**src/rtl/multdiv_pkg.sv**
```systemverilog
// Shared definitions for the multiply/divide sequencer: widths, ALU opcodes, FSM states.
package multdiv_pkg;

    localparam int unsigned MD_WIDTH = 32;
    localparam int unsigned CNT_W    = 6;

    localparam logic [4:0] OP_ADD = 5'b00000;
    localparam logic [4:0] OP_SUB = 5'b00001;

    typedef enum logic [2:0] {
        S_IDLE  = 3'd0,
        S_MITER = 3'd1,
        S_DNEGA = 3'd2,
        S_DNEGB = 3'd3,
        S_DITER = 3'd4,
        S_FIX   = 3'd5
    } state_t;

    // Opcode for the shared adder: subtract when sub=1, otherwise add.
    function automatic logic [4:0] addsub_op(input logic sub);
        return sub ? OP_SUB : OP_ADD;
    endfunction

endpackage

```
**src/rtl/alu_addsub.sv**
```systemverilog
// Existing ALU adder/subtractor: opcode bit 0 selects subtract; reports signed overflow.
module alu_addsub #(
    parameter int unsigned WIDTH = 32
) (
    input  logic [WIDTH-1:0] data_operandA,
    input  logic [WIDTH-1:0] data_operandB,
    input  logic [4:0]       ctrl_ALUopcode,
    output logic [WIDTH-1:0] data_result,
    output logic             overflow
);

    logic             sub;
    logic [WIDTH-1:0] b_eff;
    logic             unused_opcode_bits;

    assign sub                = ctrl_ALUopcode[0];
    assign unused_opcode_bits = ^ctrl_ALUopcode[4:1];

    // Two's-complement add of A and (optionally inverted) B with carry-in for subtract.
    always_comb begin
        b_eff       = sub ? ~data_operandB : data_operandB;
        data_result = data_operandA + b_eff + {{(WIDTH-1){1'b0}}, sub};
        overflow    = (data_operandA[WIDTH-1] == b_eff[WIDTH-1]) &&
                      (data_result[WIDTH-1] != data_operandA[WIDTH-1]);
    end

endmodule

```
**src/rtl/multdiv_counter.sv**
```systemverilog
// Down-counting iteration counter with synchronous load and terminal-count flag.
module multdiv_counter
    import multdiv_pkg::*;
#(
    parameter int unsigned CW = CNT_W
) (
    input  logic          clk_i,
    input  logic          rst_i,
    input  logic          load_i,
    input  logic          en_i,
    input  logic [CW-1:0] load_val_i,
    output logic          tc_o
);

    logic [CW-1:0] count_q, count_d;

    // Next count: load takes priority over decrement; saturates at zero.
    always_comb begin
        count_d = count_q;
        if (load_i) begin
            count_d = load_val_i;
        end else if (en_i && (count_q != '0)) begin
            count_d = count_q - CW'(1);
        end
    end

    // Count register.
    always_ff @(posedge clk_i) begin
        if (rst_i) begin
            count_q <= '0;
        end else begin
            count_q <= count_d;
        end
    end

    assign tc_o = (count_q == '0);

endmodule

```
**src/rtl/multdiv_ctrl.sv**
```systemverilog
// Multi-cycle signed multiply (radix-2 Booth) / divide (restoring on magnitudes)
// sequencer sharing a single adder/subtractor with the ALU stage.
module multdiv_ctrl
    import multdiv_pkg::*;
#(
    parameter int unsigned WIDTH = MD_WIDTH
) (
    input  logic             clock,
    input  logic             reset,
    input  logic             ctrl_MULT,
    input  logic             ctrl_DIV,
    input  logic [WIDTH-1:0] data_operandA,
    input  logic [WIDTH-1:0] data_operandB,
    output logic [WIDTH-1:0] data_result,
    output logic             data_exception,
    output logic             data_resultRDY,
    output logic             busy
);

    localparam logic [CNT_W-1:0] ITER_LAST = CNT_W'(WIDTH - 1);
    localparam logic [WIDTH-1:0] INT_MIN   = {1'b1, {(WIDTH-1){1'b0}}};

    state_t state_q, state_d;

    // acc: Booth P_hi / divide remainder.  lo: Booth P_lo / dividend-quotient.
    // mcd: multiplicand M / divisor magnitude d.
    logic [WIDTH-1:0] acc_q, acc_d;
    logic [WIDTH-1:0] lo_q, lo_d;
    logic [WIDTH-1:0] mcd_q, mcd_d;
    logic             bit_q, bit_d;
    logic             is_div_q, is_div_d;
    logic             qsign_q, qsign_d;
    logic             dz_q, dz_d;
    logic             dovf_q, dovf_d;
    logic [WIDTH-1:0] result_q, result_d;
    logic             exc_q, exc_d;
    logic             rdy_q, rdy_d;

    logic [WIDTH-1:0] add_a, add_b, add_sum;
    logic [4:0]       add_op;
    logic             add_ovf;

    logic             cnt_load, cnt_en, cnt_tc;

    logic [WIDTH-1:0] rsh_lo;
    logic             borrow, trial_ge;

    alu_addsub #(
        .WIDTH (WIDTH)
    ) u_addsub (
        .data_operandA  (add_a),
        .data_operandB  (add_b),
        .ctrl_ALUopcode (add_op),
        .data_result    (add_sum),
        .overflow       (add_ovf)
    );

    multdiv_counter #(
        .CW (CNT_W)
    ) u_cnt (
        .clk_i      (clock),
        .rst_i      (reset),
        .load_i     (cnt_load),
        .en_i       (cnt_en),
        .load_val_i (ITER_LAST),
        .tc_o       (cnt_tc)
    );

    // Next-state, shared-adder steering and datapath updates for each FSM state.
    always_comb begin
        state_d  = state_q;
        acc_d    = acc_q;
        lo_d     = lo_q;
        mcd_d    = mcd_q;
        bit_d    = bit_q;
        is_div_d = is_div_q;
        qsign_d  = qsign_q;
        dz_d     = dz_q;
        dovf_d   = dovf_q;
        result_d = result_q;
        exc_d    = exc_q;
        rdy_d    = 1'b0;
        add_a    = '0;
        add_b    = '0;
        add_op   = OP_ADD;
        cnt_load = 1'b0;
        cnt_en   = 1'b0;
        rsh_lo   = '0;
        borrow   = 1'b0;
        trial_ge = 1'b0;

        case (state_q)
            S_IDLE: begin
                if (ctrl_MULT) begin
                    state_d  = S_MITER;
                    is_div_d = 1'b0;
                    acc_d    = '0;
                    lo_d     = data_operandB;
                    bit_d    = 1'b0;
                    mcd_d    = data_operandA;
                    qsign_d  = 1'b0;
                    dz_d     = 1'b0;
                    dovf_d   = 1'b0;
                    cnt_load = 1'b1;
                end else if (ctrl_DIV) begin
                    is_div_d = 1'b1;
                    acc_d    = '0;
                    lo_d     = data_operandA;
                    bit_d    = 1'b0;
                    mcd_d    = data_operandB;
                    qsign_d  = data_operandA[WIDTH-1] ^ data_operandB[WIDTH-1];
                    dz_d     = (data_operandB == '0);
                    dovf_d   = (data_operandA == INT_MIN) && (data_operandB == '1);
                    state_d  = (data_operandB == '0) ? S_FIX : S_DNEGA;
                end
            end

            S_MITER: begin
                add_a = acc_q;
                unique case ({lo_q[0], bit_q})
                    2'b01:   add_b = mcd_q;
                    2'b10: begin
                        add_b  = mcd_q;
                        add_op = OP_SUB;
                    end
                    default: add_b = '0;
                endcase
                // Shifted-in sign is the true sign of the WIDTH+1-bit sum, so an
                // overflowing partial sum still shifts correctly.
                {acc_d, lo_d, bit_d} = {add_sum[WIDTH-1] ^ add_ovf, add_sum, lo_q};
                if (cnt_tc) begin
                    state_d = S_FIX;
                end else begin
                    cnt_en = 1'b1;
                end
            end

            S_DNEGA: begin
                add_b  = lo_q;
                add_op = OP_SUB;
                if (lo_q[WIDTH-1]) begin
                    lo_d = add_sum;
                end
                state_d = S_DNEGB;
            end

            S_DNEGB: begin
                add_b  = mcd_q;
                add_op = OP_SUB;
                if (mcd_q[WIDTH-1]) begin
                    mcd_d = add_sum;
                end
                state_d  = S_DITER;
                cnt_load = 1'b1;
            end

            S_DITER: begin
                // Shifted remainder is {acc_q, lo_q[MSB]} (WIDTH+1 bits); its top bit
                // is acc_q[MSB]. The adder handles the low WIDTH bits and the unsigned
                // borrow is recovered from signed less-than (sign ^ overflow) by
                // correcting for the operand MSBs. Remainder always fits back in WIDTH.
                rsh_lo   = {acc_q[WIDTH-2:0], lo_q[WIDTH-1]};
                add_a    = rsh_lo;
                add_b    = mcd_q;
                add_op   = OP_SUB;
                borrow   = (add_sum[WIDTH-1] ^ add_ovf) ^ rsh_lo[WIDTH-1] ^ mcd_q[WIDTH-1];
                trial_ge = acc_q[WIDTH-1] | ~borrow;
                if (trial_ge) begin
                    acc_d = add_sum;
                    lo_d  = {lo_q[WIDTH-2:0], 1'b1};
                end else begin
                    acc_d = rsh_lo;
                    lo_d  = {lo_q[WIDTH-2:0], 1'b0};
                end
                if (cnt_tc) begin
                    state_d = S_FIX;
                end else begin
                    cnt_en = 1'b1;
                end
            end

            S_FIX: begin
                state_d = S_IDLE;
                rdy_d   = 1'b1;
                if (is_div_q) begin
                    add_b    = lo_q;
                    add_op   = addsub_op(qsign_q);
                    result_d = add_sum;
                    exc_d    = 1'b0;
                    if (dz_q || dovf_q) begin
                        result_d = '0;
                        exc_d    = 1'b1;
                    end
                end else begin
                    result_d = lo_q;
                    exc_d    = (acc_q != {WIDTH{lo_q[WIDTH-1]}});
                end
            end

            default: state_d = S_IDLE;
        endcase
    end

    // FSM state register.
    always_ff @(posedge clock) begin
        if (reset) begin
            state_q <= S_IDLE;
        end else begin
            state_q <= state_d;
        end
    end

    // Datapath and output registers; reset clears everything, aborting any operation.
    always_ff @(posedge clock) begin
        if (reset) begin
            acc_q    <= '0;
            lo_q     <= '0;
            mcd_q    <= '0;
            bit_q    <= 1'b0;
            is_div_q <= 1'b0;
            qsign_q  <= 1'b0;
            dz_q     <= 1'b0;
            dovf_q   <= 1'b0;
            result_q <= '0;
            exc_q    <= 1'b0;
            rdy_q    <= 1'b0;
        end else begin
            acc_q    <= acc_d;
            lo_q     <= lo_d;
            mcd_q    <= mcd_d;
            bit_q    <= bit_d;
            is_div_q <= is_div_d;
            qsign_q  <= qsign_d;
            dz_q     <= dz_d;
            dovf_q   <= dovf_d;
            result_q <= result_d;
            exc_q    <= exc_d;
            rdy_q    <= rdy_d;
        end
    end

    assign data_result    = result_q;
    assign data_exception = exc_q;
    assign data_resultRDY = rdy_q;
    assign busy           = (state_q != S_IDLE);

endmodule

```
**config.mk**
```make
export PLATFORM = sky130hd
export DESIGN_NAME = multdiv_ctrl
export DESIGN_NICKNAME = d
export VERILOG_FILES = /design/src/rtl/multdiv_pkg.sv /design/src/rtl/alu_addsub.sv /design/src/rtl/multdiv_counter.sv /design/src/rtl/multdiv_ctrl.sv
export SDC_FILE = /design/constraint.sdc
export NUM_CORES = 1
export LEC_CHECK = 0
export ABC_CLOCK_PERIOD_IN_PS = 12200
export CAP_MARGIN = 25
export CORE_ASPECT_RATIO = 1.2
export CORE_MARGIN = 2
export CORE_UTILIZATION = 35
export CTS_CLUSTER_DIAMETER = 120
export DETAILED_ROUTE_END_ITERATION = 10
export GPL_TIMING_DRIVEN = 0
export PLACE_DENSITY_LB_ADDON = 0.25
export SYNTH_ARGS = -nofsm -noshare
export SYNTH_HDL_FRONTEND = slang
export SYNTH_HIERARCHICAL = 1
export SYNTH_SLANG_ARGS = --single-unit
```
**constraint.sdc**
```tcl
create_clock -name clock -period 12.2 [get_ports clock]
set_input_delay 3.66 -clock clock [delete_from_list [all_inputs] [get_ports clock]]
set_output_delay 3.66 -clock clock [all_outputs]
set_load 0.01 [all_outputs]
```
==> reports/metrics.yaml <==
fin_cells: 1869
hold_buffers: 0
synth_xor_area_frac: 0.0564
setup_tns_ps: 0
worstSetupStartpointType: "register"
dp_hpwl_mm: 33.3
cp-endpoint: "acc_q[23]"
critical_path_arrival_ps: 6570
r2r_start: "state_q[0]"
fp.coreArea_mm2: 0.0305
synth_mux_area_frac: 0.0895
grt_pass1_vias: 11109
track_usage: 0.259
power.leakage_nw: 4.98
clock_latency_ps: 450
placed_cells: 1837
final_cell_mix: "nor2_1, dfxtp_1, clkdlybuf4s50_1"
post-route-util: 0.425
worstMarginPinSlew_ps: 898
violations: "DRC"
nets: 1562
slew_headroom: 0.395
routed_wirelength_mm: 42.6
die_w_um: 165
cp.buffers_inverters: 8
synth-edff-count: 0
rsz0062_at_grt: "false"
crit_slowest_cell: "xnor2_1"
cts_resized: 0
ys_types: 79
initial_core_util: 0.356
status: "finished with violations"
cp_cell_sequence: "buf_2 -> buf_6 -> clkbuf_1 -> a21oi_1 -> o22ai_1 -> buf_2 -> clkbuf_1 -> xor2_1 -> ha_1 -> clkbuf_1 -> a21oi_1 -> o21a_1 -> o21ai_0 -> a211oi_1 -> o21ai_2 -> xnor2_1 -> xor2_2 -> xnor2_1 -> or2_1 -> buf_2 -> buf_6 -> mux2i_1 -> o22ai_1"
wire_per_inst_um: 22.8
synth_seq_cells: 144
cp-startpoint: "state_q[0]"
drc: 2
rrSetupSlack_ps: 5930
fillers: 3147
grt_overflow: 0
hp-class: "register to register"
die_area_mm2: 0.0324
synth_top_family_by_area: "compound AO/OA/AOI/OAI gates"
io_buffers: 100
io_pins: 103
synth_area_leaders: "dfxtp_1, mux2i_1, nor2_1"
power_per_cell_area_mw_per_mm2: 280
ys.flop_type: "dfxtp_1"
via_per_inst: 6.13
cpPeakStageDelay_ps: 640
route.vias.total: 11450
drive_gt1_frac: 0.0903
yosys.area.top_type: "dfxtp_1"
peakVddDrop_v: 0.000157
endpoint_kind: "register"
clkSinkCount: 144
diodes: 0
period_share: 0.514
p_total_w: 0.00362
fmax_mhz: 159
drt_iter0_markers: 1202
path_delay_family: "buffers and inverters"
required_ps: 12500
cts_tree: "yes"
htreeDepth: 4
rr_endpoint: "acc_q[23]"
path_max_fanout: 10
grt_max_degree: 17
worstSetupPathDepth: 23
clk_pin_slew_ps: 60
synth_compound_area_frac: 0.308
syn_area_per_cell_um2: 8.12
cts-root-buf: "clkbuf_16"
maxCapViolCount: 0
synth_adder_area_share: 0.0408
slew_violations: 0
yosys.area.top_type_share: 0.266
final_common_cell: "nor2_1"
synth-async-reset-ratio: 0
syn-instance-count: 1336
grt_first_pass_wirelength_mm: 64.0
yosysSeqAreaShare: 0.266
ys_warn_count: 6
cts_setup_buffers: 0
antenna_left: 0
finalSetupViolations: 0
rows: 70
grt_antenna_before_repair: 0
clk_path_buf_depth: 2
dr.pass1.iters: 11
reg2reg_depth: 23
layout_min_cycle_time_ps: 6270
fp.dieH_um: 197
area_growth_pct: 19.5
critPathKind: "register to register"
synthSimpleGateAreaFrac: 0.184
cts_made_buffers: 17
finClkSkew_ps: 14.2
syn_area_mm2: 0.0108
hold_viol_final: 0
gp_congestion: 0.936
-- Yosys cell counts, types with 9 or more instances --
cell / number
nand4_1: 23
o22ai_1: 34
nor2_1: 193
nand2_1: 47
a22oi_1: 33
xor2_1: 43
ha_1: 33
clkbuf_1: 65
a222oi_1: 30
a21oi_1: 81
a211oi_1: 13
dfxtp_1: 144
o21a_1: 12
nor3_1: 81
o21ai_0: 50
nand3_1: 9
inv_1: 16
xnor2_1: 25
buf_2: 38
a221oi_1: 31
mux2i_1: 97
nor4_1: 20
a211oi_2: 31
a22o_1: 64
-- cells by family after synthesis --
kind of cell | after synthesis
compound gates | 437
xor+xnor | 69
fa+ha+maj | 35
buf+inv | 134
flops | 144
mux | 97
other cells | 2
simple gates | 418
-- worst register-to-register path: cells and delay by family, from the launching register on --
family                     cells  cell delay [ps]
xor gates and xnor gates       4             1370
and+or+nand+nor                1              130
AOI/OAI and AO/OA              8             1470
muxes                          1              260
adders and majority gates      1              270
DFF                            1              310
buffers and inverters          8             2310
-- per-layer routing --
metal,share of wire,up-vias,global-route usage
li1,-,5341,-
met1,0.41,5461,0.329
met2,0.48,539,0.434
met3,0.070,109,0.0406
met4,0.040,0,0.111
met5,0,-,0
-- where the power goes --
| part | internal (W) | total, W | switching, W |
|---|---|---|---|
| clock network | 0.000319 | 0.000544 | 0.000225 |
| logic | 0.000806 | 0.00229 | 0.00149 |
| registers | 0.000617 | 0.000787 | 0.000170 |
| total | 0.00174 | 0.00362 | 0.00188 |
-- area by class of cell --
type                    instances  area [µm²]  share of cell area
repair buffers                101        1010              0.0778
clock buffers                  21         470              0.0363
multi-input cells            1062        7380               0.569
plain buffers                 118         541              0.0417
inverters                      16        60.1             0.00463
clock inverters                11         129             0.00994
flip-flops and latches        144        2880               0.222
well taps                     396         495              0.0382
-- state kept, by name, summed over array words and instances, names as in the netlist --
name and count:
state_q 3, bit_q 1, qsign_q 1, dovf_q 1, data_resultRDY 1, mcd_q 32, data_exception 1, lo_q 32
acc_q 32, dz_q 1, u_cnt/count_q 6, data_result 32, is_div_q 1
-- stage by stage --
| step | cell area [µm²] | hold WS [ps] | setup slack [ps] |
|---|---|---|---|
| detailed placement | 12400 | 455 | 5950 |
| global route | 13000 | 506 | 5590 |
| CTS | 13000 | 465 | 6060 |
| floorplan | 10900 | 433 | 7160 |
| finish | 13000 | 467 | 5930 |
| global placement | 12400 | 442 | 5940 |
-- how the worst min path moves through the flow --
stage | cells after the start | startpoint | end
floorplan | 2 | dovf_q | dovf_q
CTS | 2 | dovf_q | dovf_q
detailed placement | 2 | dovf_q | dovf_q
global route | 2 | dovf_q | dovf_q
global placement | 2 | dovf_q | dovf_q
finish | 2 | dovf_q | dovf_q
(Power assumes the default switching activity.)
